===== src/rtl/mem_arbiter.sv =====
// ============================================================================
//  mem_arbiter : round-robin arbiter sharing one 512x32 single-port memory
//  Revision    : 1.0 - initial release
// ============================================================================
`default_nettype none

module mem_arbiter (
  input  logic        clock,
  input  logic        reset,
  input  logic        f_req,
  input  logic [8:0]  f_addr,
  output logic        f_ack,
  output logic [31:0] f_rdata,
  input  logic        d_req,
  input  logic        d_we,
  input  logic [8:0]  d_addr,
  input  logic [31:0] d_wdata,
  output logic        d_ack,
  output logic [31:0] d_rdata,
  output logic [8:0]  mem_addr,
  output logic [31:0] mem_wdata,
  output logic        mem_read,
  output logic        mem_write,
  input  logic [31:0] mem_rdata,
  output logic        busy
);

  localparam logic [1:0] c_S_IDLE  = 2'd0;
  localparam logic [1:0] c_S_ISSUE = 2'd1;
  localparam logic [1:0] c_S_WAIT  = 2'd2;
  localparam logic [1:0] c_S_ACK   = 2'd3;

  logic [1:0]  r_state;
  logic [1:0]  w_next_state;
  logic        r_gnt_data;
  logic        r_we;
  logic        r_last_data;
  logic [8:0]  r_mem_addr;
  logic [31:0] r_mem_wdata;
  logic [31:0] r_f_rdata;
  logic [31:0] r_d_rdata;

  logic        w_any_req;
  logic        w_pick_data;
  logic        w_mem_read;
  logic        w_mem_write;
  logic        w_f_ack;
  logic        w_d_ack;
  logic        w_busy;

  assign w_any_req   = f_req | d_req;
  // On a tie the data port wins only if fetch was granted last.
  assign w_pick_data = d_req & (~f_req | ~r_last_data);

  always_ff @(posedge clock) begin
    if (reset) begin
      r_state <= c_S_IDLE;
    end else begin
      r_state <= w_next_state;
    end
  end

  always_comb begin
    w_next_state = r_state;
    case (r_state)
      c_S_IDLE:  if (w_any_req) w_next_state = c_S_ISSUE;
      c_S_ISSUE: w_next_state = r_we ? c_S_ACK : c_S_WAIT;
      c_S_WAIT:  w_next_state = c_S_ACK;
      c_S_ACK:   w_next_state = c_S_IDLE;
      default:   w_next_state = c_S_IDLE;
    endcase
  end

  always_comb begin
    w_mem_read  = 1'b0;
    w_mem_write = 1'b0;
    w_f_ack     = 1'b0;
    w_d_ack     = 1'b0;
    w_busy      = (r_state != c_S_IDLE);
    case (r_state)
      c_S_ISSUE: begin
        w_mem_read  = ~r_we;
        w_mem_write = r_we;
      end
      c_S_ACK: begin
        w_f_ack = ~r_gnt_data;
        w_d_ack = r_gnt_data;
      end
      default: ;
    endcase
  end

  // Grant-time capture of the winning request; inputs are ignored afterwards.
  always_ff @(posedge clock) begin
    if (reset) begin
      r_gnt_data  <= 1'b0;
      r_we        <= 1'b0;
      r_last_data <= 1'b0;
      r_mem_addr  <= 9'd0;
      r_mem_wdata <= 32'd0;
      r_f_rdata   <= 32'd0;
      r_d_rdata   <= 32'd0;
    end else begin
      if (r_state == c_S_IDLE && w_any_req) begin
        r_gnt_data  <= w_pick_data;
        r_last_data <= w_pick_data;
        r_we        <= w_pick_data & d_we;
        r_mem_addr  <= w_pick_data ? d_addr : f_addr;
        if (w_pick_data) begin
          r_mem_wdata <= d_wdata;
        end
      end
      if (r_state == c_S_WAIT) begin
        if (r_gnt_data) begin
          r_d_rdata <= mem_rdata;
        end else begin
          r_f_rdata <= mem_rdata;
        end
      end
    end
  end

  assign mem_read  = w_mem_read;
  assign mem_write = w_mem_write;
  assign f_ack     = w_f_ack;
  assign d_ack     = w_d_ack;
  assign busy      = w_busy;
  assign mem_addr  = r_mem_addr;
  assign mem_wdata = r_mem_wdata;
  assign f_rdata   = r_f_rdata;
  assign d_rdata   = r_d_rdata;

endmodule

`default_nettype wire


===== config.mk =====
export PLATFORM = sky130hd
export DESIGN_NAME = mem_arbiter
export DESIGN_NICKNAME = d
export VERILOG_FILES = /design/src/rtl/mem_arbiter.sv
export SDC_FILE = /design/constraint.sdc
export NUM_CORES = 1
export LEC_CHECK = 0
export CELL_PAD_IN_SITES_DETAIL_PLACEMENT = 1
export CELL_PAD_IN_SITES_GLOBAL_PLACEMENT = 1
export CORE_ASPECT_RATIO = 0.75
export CORE_MARGIN = 8
export CORE_UTILIZATION = 29
export CTS_BUF_LIST = sky130_fd_sc_hd__clkbuf_2
export DETAILED_ROUTE_END_ITERATION = 8
export GPL_TIMING_DRIVEN = 0
export PLACE_DENSITY_LB_ADDON = 0.1
export SKIP_LAST_GASP = 1
export SYNTH_ARGS = -nofsm -noshare
export SYNTH_HDL_FRONTEND = slang
export SYNTH_SLANG_ARGS = --single-unit

===== constraint.sdc =====
create_clock -name clock -period 1.85 [get_ports clock]
set_clock_uncertainty 0.05 [all_clocks]
set_input_delay 0.4625 -clock clock [delete_from_list [all_inputs] [get_ports clock]]
set_output_delay 0.4625 -clock clock [all_outputs]
set_load 0.02 [all_outputs]

==> results.yml, run 1 <==
routing:
  finalWirelength_um: 16100
  drc: 0
  drtIter0Drc: 125
  num_vias: 4306
  firstDrtPassIters: 4
  routedWlPerCell_um: 17.8
  vias_per_cell: 4.76
  antenna_left: 0
job:
  cap_violations: 0
grt:
  grt_start_max_net_pins: 19
  grt_pass1_vias: 4752
  track_usage_pct: 17.0
  grt_antenna_before_repair: 0
  grt_pass1_wl_um: 24800
  gr-total-overflow: 0
power:
  swShare_pct: 41.1
  p_comb_share_pct: 44.7
  p_sw_uw: 3130
  powerDensity_nw_per_um2: 1210
  ir_drop_mv: 0.566
  p_clk_share_pct: 15.3
  p_int_uw: 4490
  power_frac_seq_pct: 40.0
  leakage_uw: 0.00252
timing:
  finalCritPeriodShare_pct: 110
  fin_tns_setup_ns: -0.914
  slew-limit-headroom_pct: 58.3
  tightest_slew_ns: 0.626
  final-setup-viol-count: 5
  rsz0062_at_grt: "yes"
  drv_slew: 0
  final.setup.worst_slack_ns: -0.193
  finalCriticalPeriod_ns: 2.04
  max_freq_ghz: 0.489
  hold_viol: 0
floorplan:
  core_um2: 13700
  dieArea_um2: 18200
  ios: 197
  rows: 37
  dieWidth_um: 153
  start_util_pct: 29.8
  die_y_um: 119
cells_and_area:
  drive_gt1_share_pct: 37.0
  fin_cells: 904
  final_nets: 816
  num_antenna_cells: 0
  syn_to_final_growth_pct: 53.7
synthesis:
  ys_warn_count: 0
  async_flop_share_pct: 0
  ys_ff_latch: 109
  syn_area_per_cell_um2: 8.07
  synth_edf_count: 0
  syn_area_um2: 4090
  ys_types: 27
  yosysSeqAreaShare_pct: 53.3
  syn_nets: 599
  synthCells: 507
  synth_ff_type: "dfxtp_1"
critical_path:
  ff2ff_setup_slack_ns: 0.06
  crit_top_cell: "buf_6"
  end_kind: "primary output"
  cp_data_required_time_ns: 1.34
  start_kind: "flip-flop"
  crit_slowest_cell: "dfxtp_4"
  critPathArrivalTime_ns: 1.53
  slowest_delay_ns: 0.42
  cp_cell_sequence: "buf_6 -> ha_4 -> and2_4 -> buf_6"
  worst-setup-path-type: "reg -> out"
  rr_worst_depth: 8
  r2r_end: "f_rdata[2]$_SDFFE_PP0P_"
  cp_max_fo: 2
  rr_startpoint: "r_state[1]$_SDFFE_PP0P_"
placed_design:
  hpwl_um: 12100
  pre_cts_ws_ns: -0.418
  io_buffers: 195
  place_congestion: 0.792
  place_inst: 877
clock_network:
  clk_pin_slew_ns: 0.33
  cts_tree: "done"
  cts_max_level: 3
  postCtsHoldBufs: 0
  clk_latency_ns: 0.56
  cts_buffers: 9
  cts_sinks: 109
  cts_max_path_buffers: 2
  cts-root-buf: "clkbuf_2"
min_path:
  hp-start: "d_wdata[20]"
  hold-path-endpoint: "mem_wdata[20]$_SDFFE_PP0P_"
  min_path_type: "in -> reg"
  worstHoldPathCells: 3
outcome:
  violations: "setup timing"
  status: "complete, but fails checks"
-- power by group through the flow --
stage	clock network [µW]	registers [µW]	logic (µW)
after global placement	0	3010	3290
after floorplan	0	3450	1390
after detailed placement	0	3030	3390
final	1170	3050	3400
after CTS	1220	3000	3540
after global routing	1300	3100	3730
-- sequential cells by signal, summed over array words and instances (netlist names) --
register / cells
r_last_data: 1
r_we: 1
f_rdata: 32
d_rdata: 32
r_state: 2
mem_wdata: 32
mem_addr: 9
-- per-stage QoR --
| stage | total power, µW | utilization, % | instance area, µm² | hold WS [ns] |
|---|---|---|---|---|
| after floorplan | 4840 | - | 4090 | 0.418 |
| after CTS | 7750 | 48.3 | 6640 | 0.283 |
| after global routing | 8130 | 45.7 | 6290 | 0.234 |
| after global placement | 6300 | 45.5 | 6260 | 0.392 |
| after detailed placement | 6420 | 45.5 | 6260 | 0.398 |
| final | 7620 | 45.7 | 6290 | 0.310 |
-- how the worst max path moves through the flow --
| stage | startpoint | endpoint | slack, ns | depth (start not counted) |
|---|---|---|---|---|
| 2_1_floorplan | r_state[0]$_SDFFE_PP0P_ | r_state[1]$_SDFFE_PP0P_ | 0.34 | 6 |
| 3_3_place_gp | r_state[0]$_SDFFE_PP0P_ | busy | -0.35 | 5 |
| 3_5_place_dp | r_state[0]$_SDFFE_PP0P_ | busy | -0.42 | 5 |
| 4_1_cts | r_state[1]$_SDFFE_PP0P_ | mem_read | -0.24 | 4 |
| 5_1_grt | r_state[0]$_SDFFE_PP0P_ | busy | -0.31 | 5 |
| 6_report | r_state[1]$_SDFFE_PP0P_ | d_ack | -0.19 | 4 |
-- cell usage in the layout, fill, tap and decap left out, types with 2 or more instances in the layout --
| cell type | Yosys | layout |
|---|---|---|
| nor2b_1 | 3 | 2 |
| ha_4 | 0 | 3 |
| clkdlybuf4s50_1 | 0 | 85 |
| nand2_1 | 138 | 138 |
| dfxtp_1 | 109 | 15 |
| inv_2 | 0 | 2 |
| buf_2 | 15 | 83 |
| clkinvlp_4 | 0 | 3 |
| nand3_1 | 32 | 32 |
| buf_4 | 5 | 19 |
| o21ai_0 | 34 | 34 |
| clkbuf_2 | 1 | 23 |
| ha_1 | 5 | 2 |
| dfxtp_2 | 0 | 93 |
| a211oi_1 | 9 | 9 |
| a21oi_1 | 105 | 105 |
| clkbuf_1 | 18 | 17 |
| clkdlybuf4s15_2 | 0 | 20 |
| inv_6 | 0 | 2 |
| buf_6 | 1 | 11 |
| nor2_1 | 12 | 12 |
| and2_4 | 0 | 2 |
-- cell usage after synthesis, types with 3 or more instances --
library cell  count  area (µm²)
buf_2            15        75.1
buf_1             4        15.0
dfxtp_1         109        2180
nor2b_1           3        18.8
nor2_1           12        45.0
nand2_1         138         518
nand3_1          32         160
and2_1            3        18.8
ha_1              5        62.6
o21ai_0          34         170
clkbuf_1         18        67.6
a21oi_1         105         526
inv_1             3        11.3
a211oi_1          9        67.6
buf_4             5        37.5
-- final cells by class --
cell class,count,area [µm²]
Multi-Input combinational cell,351,1740
Clock inverter,6,70.1
Tap cell,175,219
Sequential cell,109,2300
Timing Repair Buffer,206,1650
Buffer,44,250
Clock buffer,10,50.0
Inverter,3,13.8
Fill cell,1711,7460
-- cell families after synthesis --
family | after synthesis | synth area share [%]
fa+ha+maj | 5 | 1.53
simple gates | 191 | 19.1
buf+inv | 47 | 5.44
compound gates | 154 | 20.3
flops | 109 | 53.3
mux | 1 | 0.245
-- what timing repair did --
action / in CTS / in global routing
buffers inserted: 7 / 4
setup endpoints to repair: 110 / 142
pin swaps: 2 / 0
resized for setup: 360 / 203
cloned: 0 / 0
-- layer usage --
layer,vias to the layer above,routed length [µm],track usage [%]
met5,-,0,0
met4,0,125,3.21
met3,9,1420,8.27
met2,127,7260,28.2
met1,2047,7270,19.6
li1,2123,-,-
-- worst max-delay path: cells and delay by family (launching register included) --
| family | cells | cell delay, ns |
|---|---|---|
| AND/OR/NAND/NOR | 1 | 0.15 |
| adder cells (fa/ha/maj) | 1 | 0.15 |
| buffers and inverters | 2 | 0.24 |
| flip-flops | 1 | 0.42 |
(Power assumes the default switching activity.)
==> inputs of run 2 (changes only) <==
--- a/config.mk
+++ b/config.mk
@@ -13,7 +13,7 @@
 export CTS_BUF_LIST = sky130_fd_sc_hd__clkbuf_2
 export DETAILED_ROUTE_END_ITERATION = 8
 export GPL_TIMING_DRIVEN = 0
-export PLACE_DENSITY_LB_ADDON = 0.1
+export PLACE_DENSITY = 0.88
 export SKIP_LAST_GASP = 1
 export SYNTH_ARGS = -nofsm -noshare
 export SYNTH_HDL_FRONTEND = slang
==> constraint.sdc (replaced) <==
create_clock -name clock -period 1.95 [get_ports clock]
set_clock_uncertainty 0.05 [all_clocks]
set_input_delay 0.4875 -clock clock [delete_from_list [all_inputs] [get_ports clock]]
set_output_delay 0.4875 -clock clock [all_outputs]
set_load 0.02 [all_outputs]
==> results.yml, run 2 (synthesis results as in run 1) <==
outcome:
  status: "complete, but fails checks"
  violations: "setup timing"
routing:
  firstDrtPassIters: 4
  num_vias: 4401
  drc: 0
  routedWlPerCell_um: 18.3
  finalWirelength_um: 16400
  vias_per_cell: 4.90
  antenna_left: 0
  drtIter0Drc: 96
cells_and_area:
  fin_cells: 899
  final_cell_mix: "138 x nand2_1, 105 x a21oi_1, 103 x clkbuf_2, 103 x dfxtp_1, 85 x clkdlybuf4s50_1"
  fin_util_pct: 44.3
  drive_gt1_share_pct: 23.3
  final_area_um2: 6090
  final_nets: 811
  final_common_cell: "nand2_1"
  syn_to_final_growth_pct: 48.7
  num_antenna_cells: 0
timing:
  drv_slew: 0
  slew-limit-headroom_pct: 60.9
  max_freq_ghz: 0.476
  fin_tns_setup_ns: -0.710
  tightest_slew_ns: 0.586
  finalCriticalPeriod_ns: 2.10
  finalCritPeriodShare_pct: 108
  final-setup-viol-count: 5
  hold_ws_ns: 0.332
  hold_viol: 0
  rsz0062_at_grt: "yes"
  final.setup.worst_slack_ns: -0.153
grt:
  track_usage_pct: 17.5
  grt_pass1_vias: 4911
  met3_usage_pct: 8.09
  grt_busiest_layer: "met2"
  grt_start_max_net_pins: 20
  met1_usage_pct: 18.9
  grt_util_met2_pct: 30.6
  gr-total-overflow: 0
  grt_antenna_before_repair: 0
  grt_pass1_wl_um: 25800
clock_network:
  clk_pin_slew_ns: 0.33
  cts_max_path_buffers: 2
  cts_max_level: 3
  cts_buffers: 9
  cts_sinks: 109
  clk_latency_ns: 0.58
  postCtsHoldBufs: 0
  cts_tree: "done"
  cts-root-buf: "clkbuf_2"
min_path:
  hp-start: "d_wdata[0]"
  min_path_type: "in -> reg"
placed_design:
  place_area_um2: 6260
  place_congestion: 0.860
  hpwl_um: 12900
  place_inst: 877
  io_buffers: 195
power:
  powerDensity_nw_per_um2: 1190
  p_int_uw: 4240
  swShare_pct: 41.3
  p_comb_share_pct: 43.1
  p_sw_uw: 2980
  power_frac_seq_pct: 39.7
  ir_drop_mv: 0.461
  p_clk_share_pct: 17.2
  leakage_uw: 0.00240
floorplan:
  start_util_pct: 29.8
  rows: 37
  ios: 197
  dieArea_um2: 18200
  dieWidth_um: 153
  core_um2: 13700
  die_y_um: 119
critical_path:
  end_kind: "primary output"
  worstSetupStartpoint: "r_state[0]$_SDFFE_PP0P_"
  cp_data_required_time_ns: 1.41
  worst-setup-path-type: "reg -> out"
  start_kind: "flip-flop"
  critPathArrivalTime_ns: 1.57
  cp_max_fo: 2
  rr_startpoint: "r_state[0]$_SDFFE_PP0P_"
job:
  cap_violations: 0
-- run 2: stage by stage --
step                      worst slack (ns)  total power [µW]
after floorplan                      0.442              4590
after global placement              -0.288              5940
after detailed placement            -0.332              6110
after CTS                           -0.271              7270
after global routing                -0.277              7690
final                               -0.153              7220
-- run 2: cell type report --
cell class | count | area (µm²)
Buffer | 44 | 218
Clock buffer | 9 | 45.0
Clock inverter | 7 | 103
Fill cell | 1713 | 7660
Inverter | 3 | 18.8
Multi-Input combinational cell | 351 | 1740
Sequential cell | 109 | 2190
Tap cell | 175 | 219
Timing Repair Buffer | 201 | 1550
-- run 2: power groups by stage --
stage	combinational, µW	clock [µW]	sequential (µW)
after CTS	3130	1290	2850
after global placement	3090	0	2850
after floorplan	1320	0	3270
after detailed placement	3220	0	2890
after global routing	3400	1370	2920
final	3110	1240	2870
-- run 2: path summary, 6_finish.rpt --
| check | to | slack (ns) | cells past startpoint |
|---|---|---|---|
| max | d_ack | -0.15 | 4 |
| min | mem_wdata[0]$_SDFFE_PP0P_ | 0.33 | 3 |
| max reg2reg | d_rdata[3]$_SDFFE_PP0P_ | 0.22 | 6 |
| min reg2reg | d_rdata[28]$_SDFFE_PP0P_ | 0.43 | 2 |
-- run 2: critical path: stages (launching register included) --
cell	delay (ns)
dfxtp_4	0.43
buf_6	0.13
ha_4	0.15
and2_4	0.15
buf_6	0.12
-- run 2: what timing repair did --
action | 4_1_cts | 5_1_grt
endpoints found under the setup margin | 110 | 106
setup buffers | 3 | 3
pin swaps | 1 | 2
resized for setup | 224 | 144
-- run 2: routing by layer --
layer	up-vias	routed length (µm)	part of all wire, %
met5	-	0	0
met2	152	7930	48
met4	0	212	1.3
li1	2115	-	-
met1	2114	6890	42
met3	20	1410	8.5
